**src/rtl/pipe_stall_ctrl.sv**
```systemverilog
// pipe_stall_ctrl: multi-source pipeline hazard controller driving per-stage stall, bubble and flush enables.
//   clk, rst          : rising-edge clock, synchronous active-high reset
//   i_req_cycles      : per-channel stall length (CNT_W bits each, 0 = no request)
//   i_req_stage       : per-channel originating stage (STG_W bits each, clamped to N_STAGES-1)
//   i_flush           : branch resolved taken; kill stages younger than i_flush_stage
//   i_flush_stage     : resolving stage; stages 0..i_flush_stage-1 are killed
//   o_stall_r         : registered per-stage hold enables
//   o_bubble_r        : registered per-stage bubble-insert enables
//   o_flush_r         : registered per-stage kill pulses
//   o_busy            : combinational, any channel counter non-zero
//   o_stall_cycles    : saturating count of stalled cycles (only with STALL_CTRL_PERF_EN defined)
module pipe_stall_ctrl #(
    parameter int N_STAGES = 4,
    parameter int N_SRC = 2,
    parameter int CNT_W = 4,
    localparam int STG_W = $clog2(N_STAGES)
) (
    input  logic                     clk,
    input  logic                     rst,
    input  logic [N_SRC*CNT_W-1:0]   i_req_cycles,
    input  logic [N_SRC*STG_W-1:0]   i_req_stage,
    input  logic                     i_flush,
    input  logic [STG_W-1:0]         i_flush_stage,
    output logic [N_STAGES-1:0]      o_stall_r,
    output logic [N_STAGES-1:0]      o_bubble_r,
    output logic [N_STAGES-1:0]      o_flush_r,
    output logic                     o_busy
`ifdef STALL_CTRL_PERF_EN
    ,
    output logic [31:0]              o_stall_cycles
`endif
);
    logic [CNT_W-1:0] cnt [N_SRC];
    logic [CNT_W-1:0] cnt_nx [N_SRC];
    logic [CNT_W-1:0] req [N_SRC];
    logic [STG_W-1:0] stg [N_SRC];
    logic [STG_W-1:0] stg_nx [N_SRC];
    logic [STG_W-1:0] rs [N_SRC];
    logic [N_STAGES-1:0] stall_nx, bubble_nx, flush_nx;
    logic any_active;
    logic [STG_W-1:0] front;

    // A channel is killed when the stage it would hold after this edge (new request or
    // the one already held) is younger than the resolving branch.
    always_comb begin
        for (int c = 0; c < N_SRC; c++) begin
            req[c] = i_req_cycles[c*CNT_W +: CNT_W];
            rs[c] = i_req_stage[c*STG_W +: STG_W];
            stg_nx[c] = req[c] == '0 ? stg[c] :
                        int'(rs[c]) >= N_STAGES ? STG_W'(N_STAGES - 1) : rs[c];
            cnt_nx[c] = (i_flush && stg_nx[c] < i_flush_stage) ? '0 :
                        req[c] != '0 ? req[c] :
                        cnt[c] != '0 ? cnt[c] - 1'b1 : '0;
        end
    end

    // Frontier is the oldest stage among active channels; everything at or younger
    // holds, and the stage just past it takes a bubble.
    always_comb begin
        any_active = 1'b0;
        front = '0;
        for (int c = 0; c < N_SRC; c++)
            if (cnt[c] != '0) begin
                any_active = 1'b1;
                front = stg[c] > front ? stg[c] : front;
            end
        for (int s = 0; s < N_STAGES; s++) begin
            flush_nx[s] = i_flush && s < int'(i_flush_stage);
            stall_nx[s] = any_active && s <= int'(front) && !flush_nx[s];
            bubble_nx[s] = any_active && s == int'(front) + 1 && !flush_nx[s];
        end
    end

    assign o_busy = any_active;

    always_ff @(posedge clk) begin
        if (rst) begin
            for (int c = 0; c < N_SRC; c++) begin
                cnt[c] <= '0;
                stg[c] <= '0;
            end
            o_stall_r <= '0;
            o_bubble_r <= '0;
            o_flush_r <= '0;
        end else begin
            for (int c = 0; c < N_SRC; c++) begin
                cnt[c] <= cnt_nx[c];
                stg[c] <= stg_nx[c];
            end
            o_stall_r <= stall_nx;
            o_bubble_r <= bubble_nx;
            o_flush_r <= flush_nx;
        end
    end

`ifdef STALL_CTRL_PERF_EN
    always_ff @(posedge clk) begin
        if (rst)
            o_stall_cycles <= '0;
        else if (stall_nx != '0 && o_stall_cycles != 32'hFFFF_FFFF)
            o_stall_cycles <= o_stall_cycles + 32'd1;
    end
`endif
endmodule

```
**config.mk**
```make
export PLATFORM = sky130hd
export DESIGN_NAME = pipe_stall_ctrl
export DESIGN_NICKNAME = d
export VERILOG_FILES = /design/src/rtl/pipe_stall_ctrl.sv
export SDC_FILE = /design/constraint.sdc
export NUM_CORES = 1
export LEC_CHECK = 0
export CAP_MARGIN = 20
export CORE_MARGIN = 4
export CORE_UTILIZATION = 50
export CTS_BUF_LIST = sky130_fd_sc_hd__clkbuf_4
export DETAILED_ROUTE_END_ITERATION = 8
export GPL_ROUTABILITY_DRIVEN = 0
export GPL_TIMING_DRIVEN = 0
export PLACE_DENSITY = 0.9
export SETUP_SLACK_MARGIN = 0.3
export SLEW_MARGIN = 20
export SYNTH_ARGS = -nofsm -noshare
export SYNTH_HDL_FRONTEND = slang
export SYNTH_SLANG_ARGS = --single-unit
export TNS_END_PERCENT = 10
```
**constraint.sdc**
```tcl
create_clock -name clk -period 6 [get_ports clk]
set_input_delay 0.9 -clock clk [delete_from_list [all_inputs] [get_ports clk]]
set_output_delay 0.9 -clock clk [all_outputs]
set_load 0.1 [all_outputs]
```
==> metrics.md <==
| Metric | Value |
|---|---|
| Status | completed |
| Max incr delay on CP | 0.99 ns |
| CTS tree | built |
| Vias in the first global route | 990 |
| Top Family by Delay on Critical Path | buffers and inverters |
| Largest net degree at the start of global routing | 14 |
| Die area | 2980 um2 |
| P_leak | 0.526 nW |
| Final wirelength | 2.48 mm |
| Fin. max-slew vios | 0 |
| Sequential fraction of the synthesis area | 42.3% |
| Post-CTS Resized | 0 |
| Worst hold path type | flop to flop |
| Sum Neg Setup Slack | 0 ns |
| Final period utilization | 53.3% |
| Arr. time, crit path | 2.30 ns |
| CTS Sinks | 23 |
| Syn Area/Cell | 9.29 um2 |
| Power consumption | 0.000354 W |
| Synthesis Warnings | 0 |
| Min cycle time layout | 3.20 ns |
| Synth-to-Final Area Change | 30.8% |
| Cell depth of the worst setup path | 3 |
| Most frequent cells in the layout | 27 x clkdlybuf4s50_1, 23 x dfxtp_1, 11 x a21oi_1, 11 x nor3_1 |
| Via/cell ratio | 5.57 |
| Share of cells above drive strength 1 | 10.7% |
| Post-Synthesis Cells | 117 |
| Internal power | 0.000226 W |
| Port buffer count | 27 |
| Crit end category | output port |
| GRT overflow | 0 |
| RSZ-0062 raised after global routing | no |
| Worst vdd ir | 0.000154 V |
| Worst hold path depth | 2 |
| First-pass GRT wire length | 4.11 mm |
| Final ANT Viol Nets | 0 |
| Comb power frac | 32.1% |
| Max Fclk | 313 MHz |
| Clock Tree Root | clkbuf_4 |
| CP bufs+invs | 1 |
| Starting density of the core | 53.8% |
| Synthesized area | 1090 um2 |
| Die W | 54.6 um |
| DR iter-0 viols | 24 |
| Setup violators final | 0 |
| Yosys cell types | 33 |
| Critical path fanouts, max | 7 |
| WS Path Type | flop to output port |
| Drt first pass iters | 4 |
| Final hold slack | 0.472 ns |
| #FFs+latches synth | 23 |
| Reg2Reg Depth | 8 |
| Placement row count | 16 |
| Nets@finish | 172 |
| TritonCTS buffer count | 3 |
| Post-CTS Setup Bufs | 0 |
| CP Data Required Time | 5.10 ns |
| Core area | 2020 um2 |
| Hpwl dp | 1.98 mm |
| Final Hold Viols | 0 |
| Die Y | 54.6 um |
| Max-slew headroom | 35.0% |
| Max Cap Violations | 0 |
| CTS H-tree depth | 1 |
| Routed length per instance | 14.1 um |
| GR Util All Layers | 19.3% |
| Net Sw Frac | 36.2% |
| Slowest cell on crit path | clkdlybuf4s50_1 |
| Clk pin slew, worst setup/hold paths | 0.12 ns |
| Sw Pwr | 0.000128 W |
| Initial antenna violation count | 0 |
| Hold buffer count at CTS | 0 |
| Worst-skew pair later-pin latency | 0.30 ns |
| Critical path cell sequence | nor4_4, nand2_1, clkdlybuf4s50_1 |
| Worst-margin pin slew | 0.972 ns |
| Clock Power Share | 19.6% |
| IO Pins | 30 |
| N_diodes | 0 |
| Most common cell after layout, fill and taps aside | clkdlybuf4s50_1 |
| Seq pwr share | 48.2% |
| Worst Skew | 0.00183 ns |
| Clock Tree Buf Depth | 2 |
| DR DRC count | 0 |
| Vias | 980 |
| Power Density | 249 nW/um2 |
| Crit path launch type | flop |
==> area by class of cell <==
| cell class | count | area, um2 |
|---|---|---|
| plain buffers | 3 | 15.0 |
| clock buffers | 3 | 22.5 |
| clock inverters | 1 | 5.00 |
| fillers | 158 | 599 |
| inverters | 4 | 15.0 |
| multi-input cells | 88 | 601 |
| flip-flops and latches | 23 | 460 |
| well taps | 27 | 33.8 |
| repair buffers | 27 | 270 |
==> final timing paths <==
kind / to / slack [ns] / from
worst max register to register: o_bubble_r[3]$_SDFF_PP0_ / 3.69 / cnt[0][1]$_SDFF_PP0_
worst min register to register: stg[0][0]$_SDFF_PP0_ / 0.47 / stg[0][0]$_SDFF_PP0_
worst min-delay path: stg[0][0]$_SDFF_PP0_ / 0.47 / stg[0][0]$_SDFF_PP0_
worst max-delay path: o_busy / 2.80 / cnt[0][4]$_SDFF_PP0_
==> synthesized netlist by cell type <==
library cell,number,area [um2]
nor2_1,9,33.8
and2_1,1,6.26
or2_2,1,6.26
ha_1,5,62.6
a31oi_1,2,12.5
nor4_4,1,21.3
o21bai_1,2,15.0
nand3b_1,1,7.51
nor2b_1,2,12.5
dfxtp_1,23,460
nand2b_1,3,18.8
conb_1,1,3.75
mux2_2,2,22.5
nor3_1,11,55.1
o21ai_0,4,20.0
or3_1,2,12.5
nor3b_1,3,22.5
buf_4,1,7.51
nor3b_2,1,12.5
inv_1,4,15.0
a31oi_4,1,21.3
nor4_2,3,37.5
and3b_1,1,8.76
clkbuf_1,2,7.51
nand3_1,1,5.00
o211ai_1,2,15.0
or2_4,1,8.76
a21oi_1,11,55.1
mux2i_2,1,13.8
or4b_1,2,20.0
nand2_1,9,33.8
or4_1,2,15.0
o41ai_1,2,17.5
==> logic make-up after synthesis <==
family          after synthesis  synth area share (%)
flops                        23                  42.3
fa+ha+maj                     5                  5.75
compound gates               24                  14.4
other cells                   1                 0.345
simple gates                 54                  31.1
buf+inv                       7                  2.76
mux                           3                  3.34
==> state kept, by name, indices dropped and copies added, names as in the netlist <==
register and cells:
o_bubble_r 4, cnt 8, o_flush_r 3, stg 4
o_stall_r 4
==> power groups by stage <==
| stage | sequential [W] | clock, W | combinational, W |
|---|---|---|---|
| after floorplan | 0.000208 | 0 | 0.0000456 |
| after global placement | 0.000173 | 0 | 0.000111 |
| after detailed placement | 0.000174 | 0 | 0.000114 |
| after CTS | 0.000171 | 0.0000731 | 0.000114 |
| after global routing | 0.000172 | 0.0000788 | 0.000122 |
| final | 0.000171 | 0.0000695 | 0.000114 |
==> worst register-to-register path, delay by kind of cell (launching register included) <==
| kind | cells | cell delay [ns] |
|---|---|---|
| adders and majority gates | 1 | 0.24 |
| and+or+nand+nor | 6 | 1.28 |
| muxes | 1 | 0.36 |
| DFF | 1 | 0.38 |
==> stage by stage <==
| step | setup WS [ns] | utilization [%] | std cells | instance area [um2] |
|---|---|---|---|---|
| after floorplan | 3.64 | - | 118 | 1090 |
| after global placement | 2.89 | 69.0 | 172 | 1400 |
| after detailed placement | 2.88 | 69.0 | 172 | 1400 |
| after CTS | 2.77 | 70.4 | 176 | 1420 |
| after global routing | 2.66 | 70.4 | 176 | 1420 |
| final | 2.80 | 70.4 | 176 | 1420 |
==> metal layers <==
layer	up-vias	routed length, um	part of all wire [%]	GRT usage, %
met4	0	34	1.4	10.8
met5	-	0	0	0
met2	47	1240	50	33.9
li1	487	-	-	-
met1	442	1000	40	20.9
met3	4	207	8.4	4.36
No activity file was read; power rests on OpenSTA's default activity.
